==> src/rtl/adder_tree_pkg.sv <==
// adder_tree_pkg: helpers shared by the adder tree and the FC datapath.
//   clog2        - ceiling log2, used for the tree depth
//   lanes_at     - number of lanes left after a given number of pairwise levels
//   level_width  - lane width at a given tree level (full precision, +1 bit per level)
//   sat_relu     - optional ReLU followed by clamping to a signed data width
package adder_tree_pkg;

  // Working width of sat_relu; callers sign-extend into it and slice the result.
  localparam int unsigned SAT_W = 64;

  typedef struct packed {
    logic             sat;
    logic [SAT_W-1:0] val;
  } sat_res_t;

  function automatic int unsigned clog2(input int unsigned v);
    int unsigned r;
    int unsigned x;
    r = 0;
    x = 1;
    while (x < v) begin
      x = x << 1;
      r = r + 1;
    end
    return r;
  endfunction

  function automatic int unsigned lanes_at(input int unsigned n, input int unsigned lvl);
    int unsigned r;
    r = n;
    for (int unsigned i = 0; i < lvl; i++) begin
      r = (r + 1) / 2;
    end
    return r;
  endfunction

  function automatic int unsigned level_width(input int unsigned dw, input int unsigned lvl);
    return dw + lvl;
  endfunction

  // ReLU (when enabled) then clamp to [-2^(dw-1), 2^(dw-1)-1].
  // sat reports whether the clamp changed the value; ReLU alone never sets it.
  function automatic sat_res_t sat_relu(input logic signed [SAT_W-1:0] r,
                                        input int unsigned            dw,
                                        input logic                   relu);
    logic signed [SAT_W-1:0] one;
    logic signed [SAT_W-1:0] v;
    logic signed [SAT_W-1:0] hi;
    logic signed [SAT_W-1:0] lo;
    sat_res_t                res;
    one = 1;
    hi  = (one <<< (dw - 1)) - one;
    lo  = ~hi;
    v   = (relu && r[SAT_W-1]) ? '0 : r;
    res.sat = 1'b0;
    res.val = v;
    if (v > hi) begin
      res.val = hi;
      res.sat = 1'b1;
    end else if (v < lo) begin
      res.val = lo;
      res.sat = 1'b1;
    end
    return res;
  endfunction

endpackage

==> src/rtl/adder_tree_level.sv <==
// adder_tree_level: one registered pairwise-reduction level of the adder tree.
//   clk, rst_n         clock, asynchronous active-low reset
//   valid_i/first_i/last_i/bias_i  sideband, delayed one cycle in lock-step
//   data_i             N_IN packed signed lanes of W_IN bits, lane 0 at LSBs
//   *_o                registered sideband and N_OUT = ceil(N_IN/2) lanes of W_IN+1 bits
module adder_tree_level #(
  parameter int unsigned N_IN   = 6,
  parameter int unsigned W_IN   = 16,
  parameter int unsigned BIAS_W = 16
) (
  input  logic                                  clk,
  input  logic                                  rst_n,
  input  logic                                  valid_i,
  input  logic                                  first_i,
  input  logic                                  last_i,
  input  logic [BIAS_W-1:0]                     bias_i,
  input  logic [N_IN*W_IN-1:0]                  data_i,
  output logic                                  valid_o,
  output logic                                  first_o,
  output logic                                  last_o,
  output logic [BIAS_W-1:0]                     bias_o,
  output logic [((N_IN+1)/2)*(W_IN+1)-1:0]      data_o
);

  localparam int unsigned N_OUT = (N_IN + 1) / 2;
  localparam int unsigned W_OUT = W_IN + 1;

  logic [N_OUT*W_OUT-1:0] sum_d;
  logic [N_OUT*W_OUT-1:0] data_q;
  logic                   valid_q;
  logic                   first_q;
  logic                   last_q;
  logic [BIAS_W-1:0]      bias_q;

  for (genvar p = 0; p < N_IN / 2; p++) begin : g_pair
    logic [W_IN-1:0] a;
    logic [W_IN-1:0] b;
    assign a = data_i[(2*p)*W_IN +: W_IN];
    assign b = data_i[(2*p+1)*W_IN +: W_IN];
    // One extra bit per level keeps the pair sum exact.
    assign sum_d[p*W_OUT +: W_OUT] = {a[W_IN-1], a} + {b[W_IN-1], b};
  end

  if (N_IN % 2 == 1) begin : g_odd
    assign sum_d[(N_OUT-1)*W_OUT +: W_OUT] =
      {data_i[N_IN*W_IN-1], data_i[(N_IN-1)*W_IN +: W_IN]};
  end

  always_ff @(posedge clk or negedge rst_n) begin
    if (!rst_n) begin
      data_q  <= '0;
      valid_q <= 1'b0;
      first_q <= 1'b0;
      last_q  <= 1'b0;
      bias_q  <= '0;
    end else begin
      data_q  <= sum_d;
      valid_q <= valid_i;
      first_q <= first_i;
      last_q  <= last_i;
      bias_q  <= bias_i;
    end
  end

  assign data_o  = data_q;
  assign valid_o = valid_q;
  assign first_o = first_q;
  assign last_o  = last_q;
  assign bias_o  = bias_q;

endmodule

==> src/rtl/adder_tree_acc.sv <==
// adder_tree_acc: pipelined NUM_IN-lane signed adder tree with multi-beat
// accumulation, bias add, optional ReLU and output saturation.
//   clk, rst_n   clock, asynchronous active-low reset
//   in_valid     beat qualifier; in_first / in_last mark group boundaries
//   in_data      NUM_IN packed signed lanes of DATA_WIDTH, lane 0 at LSBs
//   bias         signed bias, used only on a valid in_first beat
//   relu_en      quasi-static ReLU enable
//   out_valid    one-cycle pulse per completed group
//   out_data     clamped signed result, held between pulses
//   out_sat      result was clamped, held between pulses
// Stages: input register (0), tree levels 1..D, accumulate (D+1), output (D+2).
module adder_tree_acc
  import adder_tree_pkg::*;
#(
  parameter int unsigned DATA_WIDTH = 16,
  parameter int unsigned NUM_IN     = 6,
  parameter int unsigned ACC_WIDTH  = 32
) (
  input  logic                         clk,
  input  logic                         rst_n,
  input  logic                         in_valid,
  input  logic [NUM_IN*DATA_WIDTH-1:0] in_data,
  input  logic                         in_first,
  input  logic                         in_last,
  input  logic [DATA_WIDTH-1:0]        bias,
  input  logic                         relu_en,
  output logic                         out_valid,
  output logic [DATA_WIDTH-1:0]        out_data,
  output logic                         out_sat
);

  localparam int unsigned D     = clog2(NUM_IN);
  localparam int unsigned SUM_W = level_width(DATA_WIDTH, D);

  // Stage 0: input capture.
  logic [NUM_IN*DATA_WIDTH-1:0] in_data_q;
  logic                         in_valid_q;
  logic                         in_first_q;
  logic                         in_last_q;
  logic [DATA_WIDTH-1:0]        in_bias_q;

  always_ff @(posedge clk or negedge rst_n) begin
    if (!rst_n) begin
      in_data_q  <= '0;
      in_valid_q <= 1'b0;
      in_first_q <= 1'b0;
      in_last_q  <= 1'b0;
      in_bias_q  <= '0;
    end else begin
      in_data_q  <= in_data;
      in_valid_q <= in_valid;
      in_first_q <= in_first;
      in_last_q  <= in_last;
      in_bias_q  <= bias;
    end
  end

  // Stages 1..D: reduction levels, each chained to the previous block's outputs.
  for (genvar k = 0; k < D; k++) begin : g_lvl
    localparam int unsigned NI = lanes_at(NUM_IN, k);
    localparam int unsigned WI = level_width(DATA_WIDTH, k);
    localparam int unsigned NO = lanes_at(NUM_IN, k + 1);
    localparam int unsigned WO = WI + 1;

    logic [NI*WI-1:0]      din;
    logic                  vin;
    logic                  fin;
    logic                  lin;
    logic [DATA_WIDTH-1:0] bin;
    logic [NO*WO-1:0]      dout;
    logic                  vout;
    logic                  fout;
    logic                  lout;
    logic [DATA_WIDTH-1:0] bout;

    if (k == 0) begin : g_src
      assign din = in_data_q;
      assign vin = in_valid_q;
      assign fin = in_first_q;
      assign lin = in_last_q;
      assign bin = in_bias_q;
    end else begin : g_chain
      assign din = g_lvl[k-1].dout;
      assign vin = g_lvl[k-1].vout;
      assign fin = g_lvl[k-1].fout;
      assign lin = g_lvl[k-1].lout;
      assign bin = g_lvl[k-1].bout;
    end

    adder_tree_level #(
      .N_IN   (NI),
      .W_IN   (WI),
      .BIAS_W (DATA_WIDTH)
    ) u_level (
      .clk     (clk),
      .rst_n   (rst_n),
      .valid_i (vin),
      .first_i (fin),
      .last_i  (lin),
      .bias_i  (bin),
      .data_i  (din),
      .valid_o (vout),
      .first_o (fout),
      .last_o  (lout),
      .bias_o  (bout),
      .data_o  (dout)
    );
  end

  logic [SUM_W-1:0]      tree_sum;
  logic                  tree_valid;
  logic                  tree_first;
  logic                  tree_last;
  logic [DATA_WIDTH-1:0] tree_bias;

  assign tree_sum   = g_lvl[D-1].dout;
  assign tree_valid = g_lvl[D-1].vout;
  assign tree_first = g_lvl[D-1].fout;
  assign tree_last  = g_lvl[D-1].lout;
  assign tree_bias  = g_lvl[D-1].bout;

  // Stage D+1: accumulate.
  logic [ACC_WIDTH-1:0] acc_q, acc_d;
  logic                 open_q, open_d;
  logic                 acc_last_q, acc_last_d;
  logic [ACC_WIDTH-1:0] sum_ext;
  logic [ACC_WIDTH-1:0] bias_ext;
  logic [ACC_WIDTH-1:0] base;

  assign sum_ext  = {{(ACC_WIDTH-SUM_W){tree_sum[SUM_W-1]}}, tree_sum};
  assign bias_ext = {{(ACC_WIDTH-DATA_WIDTH){tree_bias[DATA_WIDTH-1]}}, tree_bias};

  always_comb begin
    base       = '0;
    acc_d      = acc_q;
    open_d     = open_q;
    acc_last_d = 1'b0;
    // A headless beat starts from zero; a new first discards any open sum.
    if (tree_first) begin
      base = bias_ext;
    end else if (open_q) begin
      base = acc_q;
    end
    if (tree_valid) begin
      acc_d      = base + sum_ext;
      open_d     = !tree_last;
      acc_last_d = tree_last;
    end
  end

  always_ff @(posedge clk or negedge rst_n) begin
    if (!rst_n) begin
      acc_q      <= '0;
      open_q     <= 1'b0;
      acc_last_q <= 1'b0;
    end else begin
      acc_q      <= acc_d;
      open_q     <= open_d;
      acc_last_q <= acc_last_d;
    end
  end

  // Stage D+2: ReLU, clamp, output register.
  logic [DATA_WIDTH-1:0] out_data_q, out_data_d;
  logic                  out_sat_q, out_sat_d;
  logic                  out_valid_q, out_valid_d;
  logic [SAT_W-1:0]      acc_wide;
  sat_res_t              res;

  assign acc_wide = {{(SAT_W-ACC_WIDTH){acc_q[ACC_WIDTH-1]}}, acc_q};
  assign res      = sat_relu(acc_wide, DATA_WIDTH, relu_en);

  always_comb begin
    out_valid_d = acc_last_q;
    out_data_d  = out_data_q;
    out_sat_d   = out_sat_q;
    if (acc_last_q) begin
      out_data_d = res.val[DATA_WIDTH-1:0];
      out_sat_d  = res.sat;
    end
  end

  always_ff @(posedge clk or negedge rst_n) begin
    if (!rst_n) begin
      out_valid_q <= 1'b0;
      out_data_q  <= '0;
      out_sat_q   <= 1'b0;
    end else begin
      out_valid_q <= out_valid_d;
      out_data_q  <= out_data_d;
      out_sat_q   <= out_sat_d;
    end
  end

  assign out_valid = out_valid_q;
  assign out_data  = out_data_q;
  assign out_sat   = out_sat_q;

endmodule

==> config.mk <==
export PLATFORM = sky130hd
export DESIGN_NAME = adder_tree_acc
export DESIGN_NICKNAME = d
export VERILOG_FILES = /design/src/rtl/adder_tree_pkg.sv /design/src/rtl/adder_tree_level.sv /design/src/rtl/adder_tree_acc.sv
export SDC_FILE = /design/constraint.sdc
export NUM_CORES = 1
export LEC_CHECK = 0
export ABC_AREA = 1
export CORE_AREA = 2 2 202 204
export CTS_CLUSTER_DIAMETER = 50
export DETAILED_ROUTE_END_ITERATION = 10
export DIE_AREA = 0 0 204 206
export MAX_ROUTING_LAYER = met4
export PLACE_DENSITY = 0.67
export SYNTH_ARGS = -nofsm -noshare
export SYNTH_HDL_FRONTEND = slang
export SYNTH_SLANG_ARGS = --single-unit
==> constraint.sdc <==
create_clock -name clk -period 3.03 [get_ports clk]
set_input_delay 0.7575 -clock clk [delete_from_list [all_inputs] [get_ports clk]]
set_output_delay 0.7575 -clock clk [all_outputs]
set_load 0.01 [all_outputs]
; ---- Yosys cells after proc, flatten, opt, wreduce, memory -nomap -nowiden
; Cells that the tools add are included.
[totals]
reg_bits = 329
input_bits = 118
out_inout_bits = 18
wordCells = 42
[op_classes]
add_sub_neg = 6
order_cmp = 2
muxes = 6
n_reduce_logical = 2
[op_table]
columns = cell, count
row1 = $mux W65, 2
row2 = $gt A64 B16 Y1 const B, 1
row3 = $lt A64 B16 Y1 const B, 1
row4 = $mux W32, 2
row5 = $mux W64, 1
row6 = $add A16 B16 Y17, 3
row7 = $add A32 B32 Y32, 1
row8 = $add A18 B17 Y19, 1
row9 = $add A17 B17 Y18, 1
row10 = $logic_and A1 B1 Y1, 1
row11 = $logic_not A1 Y1, 1
row12 = $mux W1, 1

; ---- Logic depth before layout (Yosys ltp)
; Gate-level depths: netlist of run 1.
[depth]
ltp_word = 5
ltp_mapped = 19
ltp_nobuf = 17

; ---- Hierarchy
; Synthesis of run 1 repeated with hierarchy kept, for this count alone.
[hier_totals]
hier_cells = 2030
area_unflattened_um2 = 16844.9
[modules_own_cells]
columns = mod, n_inst, cells_each, area_each_um2, seq_area_each_um2
row1 = adder_tree_acc, 1, 911, 7729.9, 4179.0
row2 = adder_tree_level (g_lvl[0].u_level), 1, 655, 4804.6, 1751.7
row3 = adder_tree_level (g_lvl[1].u_level), 1, 232, 2327.2, 1351.3
row4 = adder_tree_level (g_lvl[2].u_level), 1, 232, 1983.2, 950.9

; ---- Worst setup path after synthesis of run 1
; OpenSTA, ideal clock, no wires.
[synth_timing]
path_kind = register to register
start = reg g_lvl[2].u_level.first_q
end = reg acc_q[16]
setup_ns = 0.066
arrival_ns = 2.445
t_required_ns = 2.964
slack_ns = 0.520
stages_incl_launch_ff = 20
n_path_buf = 3
period_less_slack_ns = 2.510
path_cell_list = dfrtp_1 buf_2 inv_1 nand2_1 clkbuf_2 clkbuf_1 o21ai_0 ha_1 inv_1 fa_1 inv_1 nand3_1 nand3_1 nand2_1 nand2_2 nand2_1 nand2_1 xor2_1 nand2_1 nand2_1
[synth_between]
elab_chain_len = 2
[synth_rtl]
columns = item, line_no
row1 = from (decl), adder_tree_level.sv:31  ; logic first_q;
row2 = from (signal assigned), adder_tree_level.sv:59  ; first_q <= first_i;
row3 = $mux W32, adder_tree_acc.sv:139  ; if (tree_first) begin
row4 = $add A32 B32 Y32, adder_tree_acc.sv:145  ; acc_d = base + sum_ext;
row5 = to (signal assigned), adder_tree_acc.sv:153  ; acc_q <= '0;
row6 = to (signal assigned), adder_tree_acc.sv:157  ; acc_q <= acc_d;
row7 = to (decl), adder_tree_acc.sv:123  ; logic [ACC_WIDTH-1:0] acc_q, acc_d;
; Every way passes these cells.
; A chain may end at the register's enable or synchronous reset.

; ---- Worst setup path in the final report of run 1
; Same ends and word-level chain as after synthesis.

==> impl_metrics.csv, run 1 <==
group,metric,value,unit
outcome,outcome,"completed",
logic_synthesis,syn-cell-area,15700,um^2
placed_design,dp.final_hpwl,28.1,mm
logic_synthesis,syn_nets,1959,
floorplanning,die_y,206,um
logic_synthesis,synth.area.mux_share,0,%
logic_synthesis,synth.most_common_cell,"nand2_1",
logic_synthesis,synthTopCellsByArea,"dfrtp_1, nand2_1, ha_1, inv_1, a21oi_1",
timing,maxSlewHeadroom,57.3,%
logic_synthesis,synth_top_family_by_area,"simple AND/OR/NAND/NOR gates",
logic_synthesis,synthTopCellsByCount,"nand2_1, dfrtp_1, inv_1, ha_1, nor2_1",
route,vias,11789,
route,drtAntennaViolNets,0,
setup_path,cp_data_arrival_time,3.05,ns
grt,grt_max_degree,74,
logic_synthesis,yosys.area_share.adder,10.1,%
layout,num_antenna_cells,0,
power_and_ir_drop,cellLeakagePower,9.68,nW
grt,track_usage,18.3,%
clocking,cts_resized,0,
route,wl_met3,1.58,mm
power_and_ir_drop,combinationalPowerShare,38.5,%
timing,slew_violations,0,
timing,worst_slack,0.463,ns
logic_synthesis,synth_edf_count,0,
logic_synthesis,synth_flop_cell,"dfrtp_1",
timing,rsz0062_at_grt,"false",
power_and_ir_drop,power.density,910,nW/um^2
setup_path,cp-end-kind,"flip-flop",
logic_synthesis,synthCells,1718,
floorplanning,initial_core_util,39.2,%
clocking,cts_hold_buffers,0,
timing,fin_crit,2.57,ns
power_and_ir_drop,swShare,37.7,%
route,met2_wirelength,17.7,mm
setup_path,cp.required,3.52,ns
logic_synthesis,synthArstFlopShare,100,%
clocking,clock_path_buffers,3,
grt,grt_pass1_vias,11743,
logic_synthesis,synth-seq-cells,329,
grt,grt-ovfl-total,0,
logic_synthesis,synth_compound_area_share,8.32,%
timing,finalClockSkew,0.0192,ns
timing,setup_tns,0,ns
logic_synthesis,synth_top_area_cell,"dfrtp_1",
clocking,post_cts_buffers,0,
route,met1_length,16.0,mm
grt,grt_pass1_wl,58.9,mm
layout,drive_gt1_share,7.13,%
logic_synthesis,ys_warn_count,0,
clocking,htree_levels,2,
power_and_ir_drop,clkPwrFrac,28.0,%
clocking,cts_tree,"yes",
power_and_ir_drop,p_int,0.0110,W
logic_synthesis,syn_area_per_cell,9.16,um^2
clocking,clock-sinks,329,
layout,fin_nets,2158,
placed_design,portBuffers,135,
route,wl,36.3,mm
route,top_layer,"met4",
clocking,cts_buffers,42,
power_and_ir_drop,p_seq_share,33.5,%
power_and_ir_drop,ir_drop,0.000435,V
layout,area_delta_synth_final,23.3,%
placed_design,post-place-ws,0.500,ns
placed_design,place.gp.congestion,0.977,
logic_synthesis,synth.lib_cells_used.distinct,42,
logic_synthesis,synth_top_cell_area_share,52.3,%
route,wl_per_cell,14.6,um
floorplanning,core,40200,um^2
setup_path,startpoint_type,"flip-flop",
timing,min_period_over_period,84.7,%
clocking,clk_pin_slew,0.06,ns
logic_synthesis,synth-simple-area-share,19.0,%
timing,worstMarginPinSlew,0.640,ns
layout,fillCellCount,3796,
floorplanning,die_area,42000,um^2
route,viasPerCell,4.75,
floorplanning,rows,74,
route,drc,0,
route,first_iter_violations,650,
logic_synthesis,synth_xor_area_share,4.62,%
timing,finalHoldViolations,0,
clocking,clock_latency,0.56,ns
timing,fmax,390,MHz
setup_path,worstPathMaxFanout,5,
floorplanning,ios,136,
power_and_ir_drop,switchingPower,0.00666,W
route,drt_pre_antenna_iters,5,
clocking,ctsRootBufferMaster,"clkbuf_16",
placed_design,dp_cells,2405,
floorplanning,die_w,204,um
hold_path,min_path_type,"in -> async",
run,drv_cap,0,
layout,finalNonFillerCells,2482,
logic_synthesis,seq_area_frac_synth,52.3,%
setup_path,r2r_setup_slack,0.46,ns
setup_path,worstSetupPathType,"reg -> reg",
timing,finalSetupViolCount,0,
grt,antenna_found_initial,0,
-- worst max-delay path: stages (launching register included) --
cell	delay (ns)
dfrtp_1	0.40
inv_1	0.06
nand2_1	0.10
o21ai_0	0.23
ha_1	0.21
inv_1	0.06
fa_1	0.39
inv_1	0.18
nand3_1	0.09
nand3_1	0.16
nand2_1	0.09
nand2_2	0.09
nand2_1	0.06
nand2_1	0.09
xor2_1	0.15
nand2_1	0.06
nand2_1	0.08
-- cell type report --
cell class,count,area [um^2],share of cell area (%)
Timing Repair Buffer,173,1690,8.71
Clock buffer,53,1150,5.94
Multi-Input combinational cell,1160,6620,34.1
Tap cell,532,666,3.43
Sequential cell,329,8230,42.4
Inverter,211,792,4.08
Clock inverter,24,260,1.34
-- per-stage QoR --
stage                     total power [W]  hold WS [ns]  area (um^2)  util [%]
after floorplan                    0.0104         0.331        15700         -
after global placement             0.0127         0.332        18000      44.8
after detailed placement           0.0128         0.335        18000      44.8
after CTS                          0.0179         0.169        19400      48.3
after global routing               0.0190         0.198        19400      48.3
final                              0.0177         0.175        19400      48.3
-- layout by cell type, fill, tap and decap left out, drive strengths merged, types with 6 or more instances in the layout --
cell and count:
clkinv 9, clkdlybuf4s50 134, a21oi 106, nand4 14, buf 39, inv 219
fa 6, clkbuf 53, ha 117, o21ai 74, a21o 11, nand3 101
a22o 10, o31ai 7, a21boi 7, dfrtp 329, xnor2 24, xor2 59
nand2 462, nor2 116, nor3 21
-- logic make-up after synthesis --
group,after synthesis
buf+inv,229
fa+ha+maj,123
flops,329
compound gates,230
simple gates,724
xor+xnor,83
-- path summary, 6_finish.rpt --
check / start / depth (start not counted) / endpoint
setup / recovery: g_lvl[2].u_level.first_o$_DFF_PN0_ / 16 / acc_q[16]$_DFFE_PN0P_
max in group asynchronous: rst_n / 2 / g_lvl[0].bin[8]$_DFF_PN0_
min in group clk: g_lvl[0].u_level.bias_o[11]$_DFF_PN0_ / 0 / g_lvl[1].u_level.bias_o[11]$_DFF_PN0_
hold reg to reg: g_lvl[0].u_level.bias_o[11]$_DFF_PN0_ / 0 / g_lvl[1].u_level.bias_o[11]$_DFF_PN0_
setup reg to reg: g_lvl[2].u_level.first_o$_DFF_PN0_ / 16 / acc_q[16]$_DFFE_PN0P_
hold / removal: rst_n / 1 / g_lvl[0].u_level.data_o[2]$_DFF_PN0_
-- state kept, by name, indices dropped and copies added (netlist names), 3 cells and up --
| name | flops |
|---|---|
| g_lvl.u_level.first_o | 3 |
| acc_q | 32 |
| g_lvl.din | 96 |
| out_data | 16 |
| g_lvl.u_level.bias_o | 48 |
| g_lvl.bin | 16 |
| g_lvl.u_level.data_o | 105 |
| g_lvl.u_level.last_o | 3 |
| g_lvl.u_level.valid_o | 3 |
-- power by group through the flow --
stage          Sequential (W)  Clock, W  Combinational (W)
3_5_place_dp          0.00600         0            0.00677
6_report              0.00592   0.00495            0.00680
3_3_place_gp          0.00600         0            0.00672
4_1_cts               0.00593   0.00511            0.00682
5_1_grt               0.00601   0.00528            0.00769
2_1_floorplan         0.00574         0            0.00463
-- per-layer routing --
layer	global-route usage (%)	up-vias
li1	-	5932
met1	22.6	5545
met2	30.2	245
met3	3.22	67
met4	6.60	0
met5	-	-
Note: power is estimated with default switching activity, not from simulation.
==> run 2, diff against run 1 <==
--- a/config.mk
+++ b/config.mk
@@ -11,7 +11,7 @@
 export DETAILED_ROUTE_END_ITERATION = 10
 export DIE_AREA = 0 0 204 206
 export MAX_ROUTING_LAYER = met4
-export PLACE_DENSITY = 0.67
+export PLACE_DENSITY = 0.69
 export SYNTH_ARGS = -nofsm -noshare
 export SYNTH_HDL_FRONTEND = slang
 export SYNTH_SLANG_ARGS = --single-unit
==> constraint.sdc (replaced) <==
create_clock -name clk -period 2.15 [get_ports clk]
set_input_delay 0.5375 -clock clk [delete_from_list [all_inputs] [get_ports clk]]
set_output_delay 0.5375 -clock clk [all_outputs]
set_load 0.01 [all_outputs]
==> impl_metrics.csv, run 2 (same netlist as run 1, synthesis figures left out) <==
group,metric,value,unit
layout,fin_nets,2220,
layout,num_antenna_cells,0,
timing,worstMarginPinSlew,0.493,ns
clocking,clock-sinks,329,
timing,setup_tns,-4.67,ns
grt,antenna_found_initial,0,
setup_path,startpoint_type,"flip-flop",
timing,finalSetupViolCount,27,
layout,layout_commonest_cell,"nand2_1",
timing,min_period_over_period,113,%
clocking,clk_pin_slew,0.06,ns
grt,grt-ovfl-total,0,
route,wl,38.3,mm
timing,fin_crit,2.42,ns
power_and_ir_drop,power.density,1310,nW/um^2
timing,slew_violations,0,
setup_path,crit_chain,"nand2_8 -> clkinvlp_4 -> buf_6 -> a22o_4 -> ha_4 -> nand2_1 -> nand2_1 -> inv_1 -> nand2_2 -> a21oi_2 -> nand2_2 -> or2_1 -> nand3_2 -> o21ai_2",
route,drtAntennaViolNets,0,
timing,maxSlewHeadroom,67.1,%
route,drt_pre_antenna_iters,5,
timing,finalClockSkew,0.0172,ns
hold_path,min_to,"g_lvl[0].u_level.bias_o[5]$_DFF_PN0_",
floorplanning,rows,74,
clocking,htree_levels,2,
grt,grt_pass1_wl,60.5,mm
outcome,violations,"negative setup slack",
placed_design,dp_cells,2445,
layout,area_delta_synth_final,31.2,%
setup_path,slowest_delay,0.44,ns
power_and_ir_drop,cellLeakagePower,10.2,nW
setup_path,worstSetupPathType,"reg -> reg",
setup_path,cp.required,2.57,ns
floorplanning,ios,136,
layout,largest_register_ffs,105,
grt,grt_pass1_vias,12248,
route,wl_per_cell,15.1,um
layout,regArea,8230,um^2
setup_path,r2r-end,"acc_q[13]$_DFFE_PN0P_",
setup_path,cp_data_arrival_time,2.84,ns
setup_path,cpMaxStageDelayCell,"dfrtp_2",
layout,finalNonFillerCells,2537,
grt,grt_max_degree,77,
hold_path,holdPathStages,0,
layout,drive_gt1_share,17.1,%
setup_path,cp-startpoint,"open_q$_DFFE_PN0P_",
setup_path,r2r_setup_slack,-0.27,ns
placed_design,place.gp.congestion,0.988,
placed_design,portBuffers,135,
floorplanning,die_area,42000,um^2
setup_path,worstPathMaxFanout,6,
floorplanning,die_w,204,um
layout,multiInputGateArea,7370,um^2
hold_path,min-delay-start,"g_lvl[0].bin[5]$_DFF_PN0_",
floorplanning,die_y,206,um
outcome,outcome,"finished, violations left",
clocking,clock_latency,0.54,ns
run,drv_cap,0,
timing,fmax,413,MHz
placed_design,dp.final_hpwl,28.8,mm
floorplanning,core,40200,um^2
route,drc,0,
grt,track_usage,18.7,%
clocking,clock_path_buffers,3,
timing,finalHoldViolations,0,
setup_path,reg2regPathDepth,14,
power_and_ir_drop,ir_drop,0.000611,V
layout,mostFrequentLayoutCells,"nand2_1, dfrtp_1, inv_1, clkdlybuf4s50_1, ha_1",
hold_path,min_path_type,"reg -> reg",
floorplanning,initial_core_util,39.2,%
timing,worst_slack,-0.273,ns
timing,rsz0062_at_grt,"true",
layout,fillCellCount,3630,
clocking,cts_buffers,40,
setup_path,cp-end-kind,"flip-flop",
route,first_iter_violations,730,
route,vias,12194,
clocking,ctsRootBufferMaster,"clkbuf_16",
clocking,cts_tree,"yes",
route,viasPerCell,4.81,
setup_path,timing.rr.start,"open_q$_DFFE_PN0P_",
-- run 2: worst max-delay path by stage --
stage / end / slack [ns]
after global routing: acc_q[26]$_DFFE_PN0P_ / -0.38
final: acc_q[13]$_DFFE_PN0P_ / -0.27
after floorplan: acc_q[16]$_DFFE_PN0P_ / -0.14
after CTS: acc_q[24]$_DFFE_PN0P_ / -0.14
after global placement: acc_q[26]$_DFFE_PN0P_ / -0.33
after detailed placement: acc_q[26]$_DFFE_PN0P_ / -0.32
-- run 2: power by group --
part           switching (W)  total (W)  internal, W  leakage, nW
Clock                0.00261    0.00643      0.00382        0.642
Sequential          0.000889    0.00836      0.00747         3.83
Combinational        0.00692     0.0122      0.00530         5.69
-- run 2: stage by stage --
step | util (%) | hold slack (ns) | power (W) | area, um^2 | setup WS [ns]
after detailed placement | 45.7 | 0.335 | 0.0186 | 18300 | -0.318
after global routing | 51.4 | 0.347 | 0.0289 | 20700 | -0.380
after floorplan | - | 0.242 | 0.0146 | 15800 | -0.140
after CTS | 49.9 | 0.348 | 0.0260 | 20100 | -0.142
final | 51.4 | 0.343 | 0.0270 | 20700 | -0.273
after global placement | 45.7 | 0.335 | 0.0185 | 18300 | -0.332
-- run 2: cell type report --
cell class                 count  area share, %
clock buffer                  51           5.54
sequential                   329           39.9
multi-input combinational   1160           35.7
tap                          532           3.22
timing repair inverter         1         0.0364
clock inverter                17          0.775
timing repair buffer         236           11.0
inverter                     211           3.88
-- run 2: routing by layer --
layer / track usage, % / share of wire (%) / vias up
li1: - / - / 6062
met1: 23.7 / 44 / 5755
met2: 30.0 / 48 / 300
met3: 3.11 / 4.5 / 77
met4: 7.43 / 3.4 / 0
met5: - / 0 / -
-- run 2: critical path, delay by kind of cell, from the launching register on --
| kind | cells | cell delay [ns] |
|---|---|---|
| AO/OA/AOI/OAI | 3 | 0.41 |
| adder cells (fa/ha/maj) | 1 | 0.27 |
| buffers and inverters | 3 | 0.41 |
| flip-flops | 1 | 0.44 |
| AND/OR/NAND/NOR | 7 | 0.76 |
-- run 2: what timing repair did --
action / in CTS / in global routing
resized for setup: 70 / 130
endpoints found under the hold margin: 18 / 0
gates cloned: 1 / 2
setup endpoints to repair: 27 / 30
hold buffers: 1 / 0
pin swaps: 15 / 66
buffers inserted: 11 / 10
==> run 3, diff against run 2 <==
--- a/config.mk
+++ b/config.mk
@@ -10,8 +10,10 @@
 export CTS_CLUSTER_DIAMETER = 50
 export DETAILED_ROUTE_END_ITERATION = 10
 export DIE_AREA = 0 0 204 206
+export GPL_TIMING_DRIVEN = 0
 export MAX_ROUTING_LAYER = met4
 export PLACE_DENSITY = 0.69
+export SETUP_SLACK_MARGIN = 0.15
 export SYNTH_ARGS = -nofsm -noshare
 export SYNTH_HDL_FRONTEND = slang
 export SYNTH_SLANG_ARGS = --single-unit
==> impl_metrics.csv, run 3 (same netlist as run 1, synthesis figures left out) <==
group,metric,value,unit
outcome,outcome,"finished, violations left",
layout,regArea,8230,um^2
layout,fin_nets,2195,
hold_path,min_path_type,"in -> async",
timing,fin_crit,2.52,ns
setup_path,endpoint,"acc_q[10]$_DFFE_PN0P_",
placed_design,place.gp.congestion,0.914,
setup_path,startpoint_type,"flip-flop",
placed_design,placed_area,18000,um^2
floorplanning,rows,74,
setup_path,cp-end-kind,"flip-flop",
route,wl_per_cell,15.0,um
route,viasPerCell,4.79,
setup_path,cp_data_arrival_time,2.92,ns
layout,largest_register_ffs,105,
setup_path,r2r-end,"acc_q[10]$_DFFE_PN0P_",
route,vias,12059,
clocking,clock-sinks,329,
floorplanning,die_area,42000,um^2
floorplanning,ios,136,
timing,finalSetupViolCount,29,
timing,worst_slack,-0.368,ns
layout,multiInputGateArea,7470,um^2
timing,slew_violations,0,
setup_path,cp-startpoint,"g_lvl[2].u_level.first_o$_DFF_PN0_",
floorplanning,die_w,204,um
layout,num_antenna_cells,0,
clocking,clk_pin_slew,0.06,ns
clocking,cts_buffers,43,
floorplanning,core,40200,um^2
layout,layout_commonest_cell,"nand2_1",
timing,fmax,397,MHz
placed_design,dp.final_hpwl,28.0,mm
setup_path,timing.rr.start,"g_lvl[2].u_level.first_o$_DFF_PN0_",
clocking,clock_path_buffers,3,
timing,finalClockSkew,0.0175,ns
floorplanning,initial_core_util,39.2,%
clocking,cts_tree,"yes",
timing,setup_tns,-7.69,ns
layout,drive_gt1_share,16.1,%
setup_path,worstPathMaxFanout,5,
grt,grt_max_degree,122,
placed_design,portBuffers,135,
layout,final_area,20700,um^2
grt,grt_pass1_vias,12296,
route,drt_pre_antenna_iters,5,
timing,min_period_over_period,117,%
layout,area_delta_synth_final,31.6,%
clocking,ctsRootBufferMaster,"clkbuf_16",
timing,rsz0062_at_grt,"true",
setup_path,worstSetupPathType,"reg -> reg",
clocking,clock_latency,0.56,ns
timing,maxSlewHeadroom,44.6,%
clocking,htree_levels,2,
route,wl,37.8,mm
timing,finalHoldViolations,0,
timing,worstMarginPinSlew,0.832,ns
power_and_ir_drop,power.density,1300,nW/um^2
setup_path,reg2regPathDepth,17,
grt,antenna_found_initial,0,
route,drc,0,
setup_path,r2r_setup_slack,-0.37,ns
route,first_iter_violations,583,
power_and_ir_drop,p_total,0.0269,W
run,drv_cap,0,
layout,fillCellCount,3683,
grt,track_usage,19.1,%
floorplanning,die_y,206,um
power_and_ir_drop,cellLeakagePower,10.2,nW
outcome,violations,"negative setup slack",
route,drtAntennaViolNets,0,
grt,grt_pass1_wl,61.2,mm
power_and_ir_drop,ir_drop,0.000595,V
layout,mostFrequentLayoutCells,"nand2_1, dfrtp_1, inv_1, clkdlybuf4s50_1, nor2_1",
grt,grt-ovfl-total,0,
clocking,cts_hold_buffers,0,
setup_path,cp.required,2.55,ns
[run 3: cell types whose count changed in the layout (fill, tap and decap cells not counted), moves of 7 or more]
cell             before  now
clkdlybuf4s50_1     134  116
dlymetal6s2s_1        0    9
buf_4                82   39
dlygate4sd2_1         0    9
nand2_2              62   49
clkbuf_1              3   12
buf_6                 9   16
nand2_1             384  394
[run 3: through the flow]
step / setup WS (ns) / hold slack, ns / utilization [%] / std cells
2_1_floorplan: -0.140 / 0.242 / - / 1718
3_3_place_gp: -13.08 / 0.333 / 44.6 / 2385
3_5_place_dp: -0.678 / 0.335 / 44.8 / 2387
4_1_cts: -0.396 / 0.0656 / 50.0 / 2501
5_1_grt: -0.532 / 0.0934 / 51.5 / 2520
6_report: -0.368 / 0.0514 / 51.5 / 2520
[run 3: what timing repair did]
| item | 4_1_cts | 5_1_grt |
|---|---|---|
| resized for setup | 103 | 124 |
| gates cloned | 2 | 0 |
| setup buffers | 33 | 19 |
| pin swaps | 33 | 46 |
| hold endpoints to repair | 0 | 0 |
| setup endpoints to repair | 42 | 56 |
[run 3: worst min path at each step]
| stage | to | slack [ns] | start |
|---|---|---|---|
| global placement | g_lvl[0].u_level.bias_o[13]$_DFF_PN0_ | 0.33 | g_lvl[0].bin[13]$_DFF_PN0_ |
| detailed placement | g_lvl[0].u_level.bias_o[9]$_DFF_PN0_ | 0.33 | g_lvl[0].bin[9]$_DFF_PN0_ |
| global route | g_lvl[0].u_level.bias_o[2]$_DFF_PN0_ | 0.09 | rst_n |
| finish | out_data[12]$_DFFE_PN0P_ | 0.05 | rst_n |
| floorplan | acc_last_q$_DFF_PN0_ | 0.24 | rst_n |
| CTS | g_lvl[1].u_level.bias_o[2]$_DFF_PN0_ | 0.07 | rst_n |
[run 3: area by class of cell]
class | count | area share (%)
tap | 532 | 3.21
clock inverter | 24 | 1.28
multi-input combinational | 1160 | 36.1
timing repair buffer | 191 | 9.29
inverter | 211 | 3.86
buffer | 18 | 0.761
clock buffer | 55 | 5.76
sequential | 329 | 39.8
[run 3: power breakdown]
group	switching [W]	leakage (nW)	internal [W]
logic	0.00656	5.63	0.00493
registers	0.000873	3.83	0.00747
clock network	0.00284	0.705	0.00426
total	0.0103	10.2	0.0167
[run 3: critical path, cell delays in order, from the launching register on]
cell	delay [ns]
dfrtp_1	0.39
buf_6	0.15
inv_4	0.05
nand2_4	0.06
buf_8	0.14
clkbuf_16	0.16
o21ai_2	0.11
ha_2	0.21
inv_2	0.04
fa_2	0.35
inv_4	0.11
nand2_4	0.06
nand3_4	0.10
nand2_4	0.06
nand2_4	0.10
buf_12	0.11
xnor2_4	0.11
o21ai_1	0.07
[run 3: layer usage]
layer / vias up / global-route usage (%) / wire [um]
met2: 266 / 32.7 / 18900
met5: - / - / 0
met3: 88 / 3.61 / 1680
met4: 0 / 7.87 / 1460
li1: 6029 / - / -
met1: 5676 / 22.0 / 15800
